$ cat config.mk
export PLATFORM = sky130hd
export DESIGN_NAME = sm_addsub_pipe
export DESIGN_NICKNAME = d
export VERILOG_FILES = /design/src/rtl/sm_pkg.sv /design/src/rtl/sm_mag_addsub.sv /design/src/rtl/sm_addsub_pipe.sv
export SDC_FILE = /design/constraint.sdc
export NUM_CORES = 1
export LEC_CHECK = 0
export ABC_CLOCK_PERIOD_IN_PS = 2650
export BUFFER_PORTS_ARGS = -buffer_cell sky130_fd_sc_hd__buf_2
export CORE_MARGIN = 1.5
export CORE_UTILIZATION = 25
export DETAILED_ROUTE_END_ITERATION = 8
export PLACE_DENSITY = 0.46
export SYNTH_ARGS = -nofsm -noshare
export SYNTH_HDL_FRONTEND = slang
export SYNTH_SLANG_ARGS = --single-unit
$ cat constraint.sdc
create_clock -name clk -period 2.65 [get_ports clk]
set_input_delay 0.1325 -clock clk [delete_from_list [all_inputs] [get_ports clk]]
set_output_delay 0.1325 -clock clk [all_outputs]
set_load 0.01 [all_outputs]
$ cat src/rtl/sm_pkg.sv
//------------------------------------------------------------------------------
// sm_pkg: shared types and helpers for the sign-magnitude add/subtract pipe
// Revision: 1.0
//------------------------------------------------------------------------------
`default_nettype none

package sm_pkg;

  typedef enum logic [1:0] {
    GT = 2'd0,
    LT = 2'd1,
    EQ = 2'd2
  } mag_cmp_e;

  localparam int MAX_WIDTH = 64;

  // Callers zero-extend their magnitude into the widest supported field.
  function automatic logic mag_is_zero(input logic [MAX_WIDTH-2:0] mag);
    return (mag == '0);
  endfunction

endpackage

`default_nettype wire

$ cat src/rtl/sm_mag_addsub.sv
//------------------------------------------------------------------------------
// sm_mag_addsub: combinational magnitude add / ordered subtract
// Revision: 1.0
//------------------------------------------------------------------------------
`default_nettype none

module sm_mag_addsub
  import sm_pkg::*;
#(
  parameter int WIDTH = 8
) (
  input  logic [WIDTH-2:0] a_mag,
  input  logic [WIDTH-2:0] b_mag,
  input  logic             op_add,
  input  mag_cmp_e         cmp,
  output logic [WIDTH-2:0] mag,
  output logic             carry
);

  always_comb begin
    mag   = '0;
    carry = 1'b0;
    if (op_add) begin
      {carry, mag} = {1'b0, a_mag} + {1'b0, b_mag};
    end else begin
      // Subtract the smaller from the larger so the difference never wraps.
      case (cmp)
        GT:      mag = a_mag - b_mag;
        LT:      mag = b_mag - a_mag;
        default: mag = '0;
      endcase
    end
  end

endmodule

`default_nettype wire

$ cat src/rtl/sm_addsub_pipe.sv
//------------------------------------------------------------------------------
// sm_addsub_pipe: two-stage valid/ready sign-magnitude adder/subtractor
// Revision: 1.0
//------------------------------------------------------------------------------
`default_nettype none

module sm_addsub_pipe
  import sm_pkg::*;
#(
  parameter int WIDTH = 8
) (
  input  logic             clk,
  input  logic             rst_n,
  input  logic             in_valid,
  output logic             in_ready,
  input  logic [WIDTH-1:0] A,
  input  logic [WIDTH-1:0] B,
  input  logic             sub,
  output logic             out_valid,
  input  logic             out_ready,
  output logic [WIDTH-1:0] sum,
  output logic             carry
);

  localparam int MW = WIDTH - 1;

  logic          s1_en, s2_en;
  logic          s1_valid_q, s1_valid_d;
  logic [MW-1:0] s1_a_mag_q, s1_a_mag_d;
  logic [MW-1:0] s1_b_mag_q, s1_b_mag_d;
  logic          s1_a_sign_q, s1_a_sign_d;
  logic          s1_b_sign_q, s1_b_sign_d;
  logic          s1_op_add_q, s1_op_add_d;
  mag_cmp_e      s1_cmp_q, s1_cmp_d;
  logic          out_valid_q, out_valid_d;
  logic [WIDTH-1:0] sum_q, sum_d;
  logic          carry_q, carry_d;

  logic          in_b_sign;
  mag_cmp_e      in_cmp;
  logic [MW-1:0] res_mag;
  logic          res_carry;
  logic          res_sign;
  logic [MAX_WIDTH-2:0] res_mag_ext;

  sm_mag_addsub #(.WIDTH(WIDTH)) u_mag_addsub (
    .a_mag  (s1_a_mag_q),
    .b_mag  (s1_b_mag_q),
    .op_add (s1_op_add_q),
    .cmp    (s1_cmp_q),
    .mag    (res_mag),
    .carry  (res_carry)
  );

  always_comb begin
    s2_en = !out_valid_q || out_ready;
    s1_en = !s1_valid_q || s2_en;

    in_b_sign = B[WIDTH-1] ^ sub;
    if (A[MW-1:0] > B[MW-1:0])      in_cmp = GT;
    else if (A[MW-1:0] < B[MW-1:0]) in_cmp = LT;
    else                            in_cmp = EQ;

    s1_valid_d  = s1_en ? in_valid : s1_valid_q;
    s1_a_mag_d  = s1_a_mag_q;
    s1_b_mag_d  = s1_b_mag_q;
    s1_a_sign_d = s1_a_sign_q;
    s1_b_sign_d = s1_b_sign_q;
    s1_op_add_d = s1_op_add_q;
    s1_cmp_d    = s1_cmp_q;
    if (s1_en && in_valid) begin
      s1_a_mag_d  = A[MW-1:0];
      s1_b_mag_d  = B[MW-1:0];
      s1_a_sign_d = A[WIDTH-1];
      s1_b_sign_d = in_b_sign;
      s1_op_add_d = (A[WIDTH-1] == in_b_sign);
      s1_cmp_d    = in_cmp;
    end

    if (s1_op_add_q)           res_sign = s1_a_sign_q;
    else if (s1_cmp_q == GT)   res_sign = s1_a_sign_q;
    else if (s1_cmp_q == LT)   res_sign = s1_b_sign_q;
    else                       res_sign = 1'b0;

    // A zero magnitude without overflow always leaves with a positive sign.
    res_mag_ext          = '0;
    res_mag_ext[MW-1:0]  = res_mag;
    if (!res_carry && mag_is_zero(res_mag_ext)) res_sign = 1'b0;

    out_valid_d = s2_en ? s1_valid_q : out_valid_q;
    sum_d       = sum_q;
    carry_d     = carry_q;
    if (s2_en && s1_valid_q) begin
      sum_d   = {res_sign, res_mag};
      carry_d = res_carry;
    end
  end

  always_ff @(posedge clk or negedge rst_n) begin
    if (!rst_n) begin
      s1_valid_q  <= 1'b0;
      out_valid_q <= 1'b0;
      sum_q       <= '0;
      carry_q     <= 1'b0;
    end else begin
      s1_valid_q  <= s1_valid_d;
      out_valid_q <= out_valid_d;
      sum_q       <= sum_d;
      carry_q     <= carry_d;
    end
  end

  always_ff @(posedge clk) begin
    s1_a_mag_q  <= s1_a_mag_d;
    s1_b_mag_q  <= s1_b_mag_d;
    s1_a_sign_q <= s1_a_sign_d;
    s1_b_sign_q <= s1_b_sign_d;
    s1_op_add_q <= s1_op_add_d;
    s1_cmp_q    <= s1_cmp_d;
  end

  assign in_ready  = s1_en;
  assign out_valid = out_valid_q;
  assign sum       = sum_q;
  assign carry     = carry_q;

endmodule

`default_nettype wire

==> out/qor.yml <==
worst_setup_path:
  critPathKind: "flop to flop"
  critPathArrivalTime_ns: 2.58
  cp-start-kind: "flop"
  end_kind: "flop"
  worstPathRequired_ns: 2.80
  worstRegToRegCells: 10
  path_max_fanout: 3
finish:
  multi_input_area_um2: 1155
  layout_commonest_cell: "buf_2"
  nNetsFinal: 296
  final_cells: 352
  synthToLayoutAreaGrowth_pct: 17.58
  layout_common_cells: "31 x buf_2, 26 x inv_1, 25 x ha_1"
  layout-drive-gt1-share_pct: 22.27
  seqCellArea_um2: 845.8
  nFillCells: 901
  n_antenna_cell: 0
yosys:
  yosysSeqAreaShare_pct: 39.35
  synth_edf_count: 19
  synth.distinct_cells: 50
  async_flop_share_pct: 36.67
  syn-instance-count: 209
  ys_ff_latch: 30
  synth_fp_nets: 259
  synth_ff_type: "edfxtp_1"
  synth-warning-count: 0
  avgSynthCellArea_um2: 10.28
  syn_area_um2: 2150
grt:
  antenna_found_initial: 0
  grt_max_degree: 20
  gr-total-overflow: 0
  grt_pass1_wl_um: 7590
  grt_usage_pct: 11.13
  grt_pass1_vias: 1572
timing:
  hold_viol_final: 0
  tightestPinTransition_ns: 0.4257
  relSlewSlack_pct: 71.51
  fin_setup_tns_ns: 0
  fin_crit_sh_pct: 91.59
  setup_viol: 0
  fmax_mhz: 412.0
  drv_slew: 0
  finClkSkew_ns: 0.007740
  period_minus_slack_ns: 2.427
clock_tree:
  clkTransAtPathRegs_ns: 0.06
  cts_tree: "yes"
  cts_setup_buffers: 0
  htreeDepth: 2
  clockRootBuffer: "clkbuf_8"
  insertion_delay_ns: 0.29
  cts_buffer_depth: 2
  numCtsBuffers: 5
  cts.sinks: 30
power_and_ir_drop:
  pwr_density_cell_nw_per_um2: 534.1
  leakage_nw: 1.124
  peakVddDrop_mv: 0.1526
placed_design:
  numPlacedInstances: 343
  dp_hpwl_um: 3729
  io_buffers: 31
  gp_congestion: 0.8427
worst_hold_path:
  whs_path_depth: 1
  hold_class: "primary input to flop"
drt:
  postRouteAntennaNets: 0
  vias: 1612
  drc: 0
  wire_per_inst_um: 12.84
  first_pass_iters: 4
  routed_wl_um: 4518
  drt_iter0_drc: 97
  via_per_inst: 4.580
die:
  coreArea_um2: 8258
  ioPinCount: 32
  die-height_um: 95.73
  dieWidth_um: 95.73
  die_area_um2: 9163
  start_util_pct: 26.03
  rows: 33
outcome:
  status: "complete, no violations"
flow_run:
  cap_violations: 0
metal layers:
layer	vias up	wire (µm)	track usage, %
met1	746	2224	14.81
met4	0	75	4.779
li1	820	-	-
met3	7	269	3.081
met2	39	1949	16.84
met5	-	0	0
worst max-delay path, stage by stage, from the launching register on:
cell       delay, ns
edfxtp_1        0.42
inv_1           0.08
ha_1            0.16
inv_1           0.05
fa_1            0.40
mux2i_2         0.26
o21a_1          0.15
a21oi_1         0.06
a2111oi_2       0.33
nor4bb_2        0.26
a31oi_1         0.11
final cells by class:
cell class	instances	share of cell area [%]
Multi-Input combinational cell	143	45.69
Sequential cell	30	33.47
Inverter	28	4.158
Clock buffer	7	3.020
Clock inverter	1	0.1485
Tap cell	105	5.198
Timing Repair Buffer	38	8.317
metrics by stage:
stage / utilization [%] / power [mW] / area (µm²) / hold WS [ns] / setup slack [ns]
2_1_floorplan: - / 0.8854 / 2150 / -0.1631 / 0.3996
6_report: 30.61 / 1.350 / 2527 / 0.03517 / 0.2229
3_3_place_gp: 29.33 / 1.013 / 2422 / 0.01640 / 0.2622
3_5_place_dp: 29.33 / 1.015 / 2422 / 0.01081 / 0.2058
4_1_cts: 30.42 / 1.368 / 2512 / 0.02769 / 0.1844
5_1_grt: 30.61 / 1.451 / 2527 / 0.02570 / -0.0006937
logic make-up after synthesis:
| kind of cell | share of synthesized area [%] |
|---|---|
| buffers and inverters | 7.625 |
| multiplexers | 5.064 |
| XOR/XNOR | 2.037 |
| AO/OA/AOI/OAI | 16.53 |
| adder cells (fa/ha/maj) | 17.93 |
| flip-flops | 39.35 |
| AND/OR/NAND/NOR | 11.47 |
power breakdown:
group | total, mW | leakage (nW) | internal (mW) | switching [mW]
logic | 0.408 | 0.768 | 0.182 | 0.226
registers | 0.599 | 0.316 | 0.563 | 0.0368
clock network | 0.342 | 0.0399 | 0.182 | 0.160
total | 1.35 | 1.12 | 0.926 | 0.424
path summary, 6_finish.rpt:
path                                          from                       to  slack, ns
max in group asynchronous                    rst_n       sum[5]$_DFFE_PN0P_       2.21
min in group asynchronous                    rst_n       sum[4]$_DFFE_PN0P_       0.24
max reg2reg                s1_a_mag_q[0]$_DFFE_PP_       sum[7]$_DFFE_PN0P_       0.22
max                        s1_a_mag_q[0]$_DFFE_PP_       sum[7]$_DFFE_PN0P_       0.22
min reg2reg                     sum[3]$_DFFE_PN0P_       sum[3]$_DFFE_PN0P_       0.47
min                                           B[5]  s1_b_mag_q[5]$_DFFE_PP_       0.04
what timing repair did:
item,4_1_cts,5_1_grt
endpoints found under the hold margin,11,0
setup endpoints to repair,0,1
gates resized for setup,0,3
hold buffers,1,0
state kept, by name, indices dropped and copies added, names as in the netlist:
register	cells
sum	8
s1_b_sign_q	1
s1_op_add_q	1
s1_valid_q	1
carry	1
s1_cmp_q	2
s1_a_sign_q	1
s1_a_mag_q	7
out_valid	1
s1_b_mag_q	7
cell usage after synthesis, types with 2 or more instances:
cell type / n / area share [%]
o21ai_0: 3 / 0.70
a21oi_1: 18 / 4.2
a221o_1: 2 / 0.93
dfrtp_1: 11 / 13
nand2b_1: 4 / 1.2
or2_1: 2 / 0.58
edfxtp_1: 19 / 27
nand3b_1: 2 / 0.70
mux2_2: 4 / 2.1
buf_6: 3 / 1.6
nor3_1: 5 / 1.2
mux2i_1: 5 / 2.3
o2111ai_1: 2 / 0.82
o21ai_1: 5 / 1.2
o22ai_1: 2 / 0.58
buf_2: 2 / 0.47
fa_1: 3 / 2.8
nand3_1: 6 / 1.4
nand4_1: 2 / 0.58
inv_1: 26 / 4.5
nor2_1: 6 / 1.0
nand2_1: 11 / 1.9
o221ai_1: 2 / 0.82
o21a_1: 3 / 1.0
a21o_1: 2 / 0.70
clkbuf_1: 2 / 0.35
ha_1: 26 / 15
inv_2: 2 / 0.35
nor2b_1: 5 / 1.5
xnor2_1: 4 / 1.6
Power figures use the tool's default switching activity.
